[config.mk]
export PLATFORM = sky130hd
export DESIGN_NAME = interrupt_dispatcher
export DESIGN_NICKNAME = d
export VERILOG_FILES = /design/src/rtl/interrupt_dispatcher.sv
export SDC_FILE = /design/constraint.sdc
export NUM_CORES = 1
export LEC_CHECK = 0
export BUFFER_PORTS_ARGS = -buffer_cell sky130_fd_sc_hd__buf_2
export CAP_MARGIN = 20
export CELL_PAD_IN_SITES_DETAIL_PLACEMENT = 0
export CELL_PAD_IN_SITES_GLOBAL_PLACEMENT = 1
export CORE_MARGIN = 1
export CORE_UTILIZATION = 36
export DETAILED_ROUTE_END_ITERATION = 8
export PLACE_DENSITY = 0.75
export RECOVER_POWER = 50
export SLEW_MARGIN = 20
export SYNTH_ARGS = -nofsm -noshare
export SYNTH_HDL_FRONTEND = slang
export SYNTH_SLANG_ARGS = --single-unit
[constraint.sdc]
create_clock -name clk -period 1.81 [get_ports clk]
set_input_delay 0.0905 -clock clk [delete_from_list [all_inputs] [get_ports clk]]
set_output_delay 0.0905 -clock clk [all_outputs]
set_load 0.1 [all_outputs]
[src/rtl/interrupt_dispatcher.sv]
// CPU-side interrupt dispatcher: samples the controller's pending interrupt at
// instruction boundaries, runs the req/ack entry handshake and issues dismiss/create strobes.
module interrupt_dispatcher #(
  parameter logic [11:0] VECTOR_BASE = 12'o0100,
  parameter logic [11:0] NONE_CODE   = 12'o7777
) (
  input  logic        clk,
  input  logic        rst_n,
  input  logic [11:0] next_interrupt,
  output logic        ctl_dismiss,
  output logic        ctl_create,
  output logic [11:0] ctl_data,
  input  logic        boundary,
  output logic        int_req,
  input  logic        int_ack,
  output logic [11:0] vector,
  output logic [11:0] cur_irq,
  output logic        in_service,
  output logic        ien,
  input  logic        cpu_ien_set,
  input  logic        cpu_ien_clr,
  input  logic        cpu_rti,
  input  logic        cpu_swi,
  input  logic [11:0] cpu_swi_num
);

  typedef enum logic [1:0] {IDLE, PEND, ENTER, SERVICE} state_t;

  state_t      state_q, state_d;
  logic        ien_q, ien_d;
  logic        int_req_q, int_req_d;
  logic        in_service_q, in_service_d;
  logic        ctl_dismiss_q, ctl_dismiss_d;
  logic        ctl_create_q, ctl_create_d;
  logic [11:0] ctl_data_q, ctl_data_d;
  logic [11:0] cur_irq_q, cur_irq_d;
  logic [11:0] vector_q, vector_d;
  logic        swi_pend_q, swi_pend_d;
  logic [11:0] swi_num_q, swi_num_d;

  always_ff @(posedge clk) begin
    if (!rst_n) begin
      state_q       <= IDLE;
      ien_q         <= 1'b0;
      int_req_q     <= 1'b0;
      in_service_q  <= 1'b0;
      ctl_dismiss_q <= 1'b0;
      ctl_create_q  <= 1'b0;
      ctl_data_q    <= 12'd0;
      cur_irq_q     <= NONE_CODE;
      vector_q      <= 12'd0;
      swi_pend_q    <= 1'b0;
      swi_num_q     <= 12'd0;
    end else begin
      state_q       <= state_d;
      ien_q         <= ien_d;
      int_req_q     <= int_req_d;
      in_service_q  <= in_service_d;
      ctl_dismiss_q <= ctl_dismiss_d;
      ctl_create_q  <= ctl_create_d;
      ctl_data_q    <= ctl_data_d;
      cur_irq_q     <= cur_irq_d;
      vector_q      <= vector_d;
      swi_pend_q    <= swi_pend_d;
      swi_num_q     <= swi_num_d;
    end
  end

  always_comb begin
    state_d       = state_q;
    ien_d         = ien_q;
    int_req_d     = int_req_q;
    in_service_d  = in_service_q;
    ctl_dismiss_d = 1'b0;
    ctl_create_d  = 1'b0;
    ctl_data_d    = ctl_data_q;
    cur_irq_d     = cur_irq_q;
    vector_d      = vector_q;
    swi_pend_d    = swi_pend_q;
    swi_num_d     = swi_num_q;

    // Software enable control is frozen while entering or running a handler.
    if (state_q == IDLE || state_q == PEND) begin
      if (cpu_ien_clr)      ien_d = 1'b0;
      else if (cpu_ien_set) ien_d = 1'b1;
    end

    case (state_q)
      IDLE: begin
        if (ien_q && boundary && next_interrupt != NONE_CODE) begin
          cur_irq_d = next_interrupt;
          int_req_d = 1'b1;
          state_d   = PEND;
        end
      end
      PEND: begin
        if (cpu_ien_clr) begin
          int_req_d = 1'b0;
          cur_irq_d = NONE_CODE;
          state_d   = IDLE;
        end else if (int_ack) begin
          int_req_d     = 1'b0;
          ctl_dismiss_d = 1'b1;
          ctl_data_d    = cur_irq_q;
          vector_d      = VECTOR_BASE + {cur_irq_q[10:0], 1'b0};
          state_d       = ENTER;
        end
      end
      ENTER: begin
        ien_d        = 1'b0;
        in_service_d = 1'b1;
        state_d      = SERVICE;
      end
      SERVICE: begin
        if (cpu_rti) begin
          in_service_d = 1'b0;
          ien_d        = 1'b1;
          cur_irq_d    = NONE_CODE;
          state_d      = IDLE;
        end
      end
      default: state_d = IDLE;
    endcase

    // A create that would collide with the dismiss strobe is deferred one cycle;
    // a newer request replaces a deferred one so only a single create goes out.
    if (ctl_dismiss_d) begin
      if (cpu_swi) begin
        swi_pend_d = 1'b1;
        swi_num_d  = cpu_swi_num;
      end
    end else if (cpu_swi) begin
      ctl_create_d = 1'b1;
      ctl_data_d   = cpu_swi_num;
      swi_pend_d   = 1'b0;
    end else if (swi_pend_q) begin
      ctl_create_d = 1'b1;
      ctl_data_d   = swi_num_q;
      swi_pend_d   = 1'b0;
    end
  end

  assign ctl_dismiss = ctl_dismiss_q;
  assign ctl_create  = ctl_create_q;
  assign ctl_data    = ctl_data_q;
  assign int_req     = int_req_q;
  assign vector      = vector_q;
  assign cur_irq     = cur_irq_q;
  assign in_service  = in_service_q;
  assign ien         = ien_q;

endmodule

After elaboration in Yosys (flattened, before gate mapping)
Cells that the tools add are included.
W data, S select, Z words.
{ "totals": {"regBits": 56, "latchBits": 0, "ramBits": 0, "mem_bits_ro": 0, "in_bits": 32, "out_inout_bits": 41, "wordCells": 68, "memories": 0} }
{ "op_classes": {"n_addsub": 1, "multipliers": 0, "div_mod_pow": 0, "order_cmp": 0, "n_eq_ne": 8, "shift": 0, "mux": 31, "bitwise_logic": 2, "reduce_logical": 15} }
{ "ops": {"columns": ["op", "count"], "rows": [
  ["$mux W12", 9],
  ["$pmux W12 S3", 1],
  ["$mux W1", 13],
  ["$add A7 B12 Y12 const A", 1],
  ["$ne A12 B12 Y1 const B", 1],
  ["$reduce_and A3 Y1", 3],
  ["$mux W2", 4],
  ["$pmux W2 S4", 1],
  ["$pmux W1 S2", 3],
  ["$reduce_and A2 Y1", 3],
  ["$eq A2 B2 Y1 const B", 2],
  ["$ne A2 B2 Y1 const B", 2],
  ["$reduce_and A4 Y1", 1],
  ["$reduce_bool A2 Y1", 2],
  ["$ne A3 B3 Y1 const B", 1],
  ["$reduce_bool A3 Y1", 1],
  ["$eq A2 B1 Y1 const B", 1],
  ["$logic_and A1 B1 Y1", 2],
  ["$logic_not A2 Y1", 1],
  ["$ne A2 B1 Y1 const B", 1],
  ["$not A1 Y1", 2],
  ["$reduce_or A2 Y1", 1],
  ["$logic_or A1 B1 Y1", 1]
]} }

Depth between registers and ports, before layout
{ "logic_depth": {"ltp_word": 6, "depth_mapped": 6, "ltp_nobuf": 4} }

Least setup slack after synthesis
OpenSTA, ideal clock, no wires.
{ "synth_timing": {"path_kind": "register to register", "start": "reg cur_irq_q[7], in the netlist cur_irq[7]", "end": "reg vector_q[11], in the netlist vector[11]", "setup_time_ps": 86, "t_arrival_ps": 1834, "required_time_ps": 1724, "setup_slack_ps": -109, "stages_incl_launch_ff": 5, "path_buffers": 0, "synth_period_minus_slack_ps": 1919, "cell_sequence": "dfxtp_1 -> and3_1 -> nand3_1 -> xor2_1 -> a211oi_1"} }
{ "synth_via": {"elab_chain_len": 1} }
{ "synth_lines": {"columns": ["item", "line_no", "text"], "rows": [
  ["from (decl)", "36", "logic [11:0] cur_irq_q, cur_irq_d;"],
  ["from (signal assigned)", "62", "cur_irq_q <= cur_irq_d;"],
  ["$add A7 B12 Y12", "105", "vector_d = VECTOR_BASE + {cur_irq_q[10:0], 1'b0};"],
  ["to (signal assigned)", "63", "vector_q <= vector_d;"],
  ["to (decl)", "37", "logic [11:0] vector_q, vector_d;"]
]} }
Every way passes these cells.
A chain may end at the register's enable or synchronous reset.

==> results.tsv <==
stage	metric	value	unit
logic_synthesis	synth-simple-area-share	24.16	%
setup_path	criticalPathCategory	flip-flop to flip-flop	
floorplan	die_x	84.14	um
final_layout	final_layout_size_suffix_gt1_share	27.30	%
sta	finalSetupTns	0	ns
logic_synthesis	synth-edff-count	0	
pwr	leakagePower	1.178	nW
outcome	violations	design-rule violations	
logic_synthesis	synth-compound-area-share	20.30	%
final_layout	n_antenna_cell	0	
placement	place_congestion	0.8094	
sta	clock_skew	0.005835	ns
pwr	peakVddDrop	0.2858	mV
cts	cts_root_buf	clkbuf_8	
floorplan	rows	29	
cts	clk_latency	0.30	ns
routing	firstDrtPassIters	6	
sta	period_share	91.42	%
cts	path_clk_slew	0.09	ns
logic_synthesis	synth.most_common_cell	dfxtp_1	
sta	finalMaxSlewViolations	0	
routing	drtIter0Drc	123	
setup_path	crit_required	2.05	ns
logic_synthesis	yosysWarnings	0	
setup_path	rr_worst_depth	5	
routing	wl_per_cell	14.08	um
logic_synthesis	synthCells	303	
outcome	status	finished, violations left	
sta	max_freq	0.6043	GHz
routing	antenna_left	0	
min_path	hold_class	primary input to flip-flop	
routing	drc_errors	10	
grt	grt_first_pass_wirelength	10270	um
setup_path	cp.arrival	1.89	ns
cts	htreeDepth	2	
placement	portBuffers	71	
setup_path	crit_path_cell_trace	and4bb_2 > buf_12 > nor3_1 > or4_1 > a21oi_1	
routing	vias	2296	
final_layout	final_nets	402	
grt	grt_overflow_total	0	
sta	hold_violations	0	
sta	setup_viol	0	
cts	cts_buffer_depth	2	
routing	viasPerCell	5.136	
setup_path	worstPathMaxFanout	32	
grt	antenna_found_initial	0	
cts	cts_tree	done	
logic_synthesis	synth-seq-cells	55	
sta	fin_crit	1.655	ns
grt	grt_pass1_vias	2046	
logic_synthesis	yosys-top-cells-area	dfxtp_1 (45%), a21oi_1 (11%), nand2_1 (8.2%), o21ai_0 (3.7%), nor4_1 (3.3%)	
floorplan	core	6422	sq um
final_layout	fin_util	46.41	%
logic_synthesis	synth_fp_nets	336	
setup_path	timing.rr.end	ctl_data[10]	
placement	place_area	2878	sq um
flow_run	cap_violations	0	
logic_synthesis	synth_fa_ha_area_share	0.5152	%
grt	grt_usage	18.09	%
logic_synthesis	yosysTopAreaCellShare	45.34	%
logic_synthesis	synthArstFlopShare	0	%
pwr	powerDensity	891.1	nW/um^2
final_layout	finalInstanceArea	2980	sq um
setup_path	cp-end-kind	flip-flop	
sta	rsz0062_at_grt	no	
placement	pre_cts_ws	0.1903	ns
final_layout	synthToLayoutAreaGrowth	22.72	%
logic_synthesis	seq_area_frac_synth	45.34	%
floorplan	die-area	7079	sq um
logic_synthesis	avgSynthCellArea	8.015	sq um
logic_synthesis	synthTopCellsByCount	dfxtp_1 (55), nand2_1 (53), a21oi_1 (52), o21ai_0 (18), clkbuf_1 (15)	
sta	relSlewSlack	58.25	%
pwr	power.total	2.656	mW
logic_synthesis	synth_xor_area_share	1.443	%
setup_path	crit_end	ctl_data[10]	
setup_path	r2r_slack	0.16	ns
sta	tightest_slew	0.6254	ns
logic_synthesis	synthMuxAreaShare	2.473	%
logic_synthesis	synth_cell_type_count	37	
setup_path	start_kind	flip-flop	
floorplan	io-pin-count	73	
setup_path	cp_slowest_cell	or4_1	
cts	cts.sinks	55	
floorplan	die_height	84.14	um
setup_path	critPathMaxStageDelay	0.52	ns
sta	setup_ws	0.1553	ns
logic_synthesis	synth-main-ff-cell	dfxtp_1	
cts	cts_buffers	5	
logic_synthesis	synth_area	2429	sq um
floorplan	initial_core_util	37.81	%
grt	grt_max_degree	33	
cts	cts_hold_buf	0	
logic_synthesis	synth_top_family_by_area	simple AND/OR/NAND/NOR gates	
logic_synthesis	yosys.area.top_type	dfxtp_1	
placement	hpwl	4593	um
routing	drt-total-wl	6295	um
worst min path at each step:
stage,slack (ns),cells after the start,from,end
after global placement,0.34,3,cpu_ien_set,ien
after global routing,0.02,3,cpu_ien_set,ien
after detailed placement,0.34,3,cpu_ien_set,ien
final,0.02,3,cpu_ien_set,ien
after CTS,0.01,3,cpu_ien_set,ien
after floorplan,0.23,2,cpu_swi_num[0],swi_num_q[0]
registers in the layout, indices dropped and copies added (netlist names), named ones only:
name,flops
state_q,1
ctl_dismiss,1
in_service,1
ctl_create,1
swi_pend_q,1
int_req,1
swi_num_q,12
ctl_data,12
ien,1
vector,11
cur_irq,12
cell type report:
class	count	area [sq um]
flip-flops and latches	55	1106
multi-input cells	220	1194
inverters	1	3.754
well taps	77	96.34
repair buffers	86	480.5
clock buffers	8	100.1
fillers	660	3442
power by group:
part,switching (mW),internal (mW),total (mW)
combinational,0.492,0.148,0.640
clock,0.369,0.350,0.719
sequential,0.0389,1.26,1.30
per-layer routing:
layer	track usage, %	part of all wire, %
met1	25.75	50
met2	27.79	44
met3	4.326	5.1
met4	4.075	0.73
met5	0	0
placed cells by master (no fill, tap or decap), drive strengths merged, types with 2 or more instances in the layout:
master,synthesis,final
a211oi,5,5
a21oi,52,52
buf,12,50
clkbuf,15,44
dfxtp,55,55
mux2i,6,6
nand2,53,53
nand2b,3,3
nand3,3,3
nand4,3,3
nor2,12,12
nor2b,6,6
nor3,12,12
nor4,13,13
o21ai,28,28
or4,6,6
xnor2,2,2
xor2,2,2
critical path: cells and delay by family (launching register included):
kind                   cells  cell delay (ns)
AO/OA/AOI/OAI              1             0.14
buffers and inverters      1             0.19
flip-flops                 1             0.35
AND/OR/NAND/NOR            3             0.91
what timing repair did:
action                                  CTS  global route
gates resized for setup                   0             1
endpoints found under the setup margin    0             2
setup buffers                             0             0
metrics by stage:
stage / hold slack (ns) / std cells
after detailed placement: 0.3434 / 439
after global routing: 0.01698 / 447
final: 0.01865 / 447
after floorplan: 0.2265 / 303
after CTS: 0.01415 / 447
after global placement: 0.3371 / 439
cells by family (layout without fill, tap and decap cells):
family | count (synthesis) | in the layout
flip-flops | 55 | 55
AO/OA/AOI/OAI | 89 | 89
AND/OR/NAND/NOR | 119 | 119
other | 1 | 1
buffers and inverters | 28 | 95
multiplexers | 6 | 6
adder cells (fa/ha/maj) | 1 | 1
XOR/XNOR | 4 | 4
Note: power is estimated with default switching activity, not from simulation.
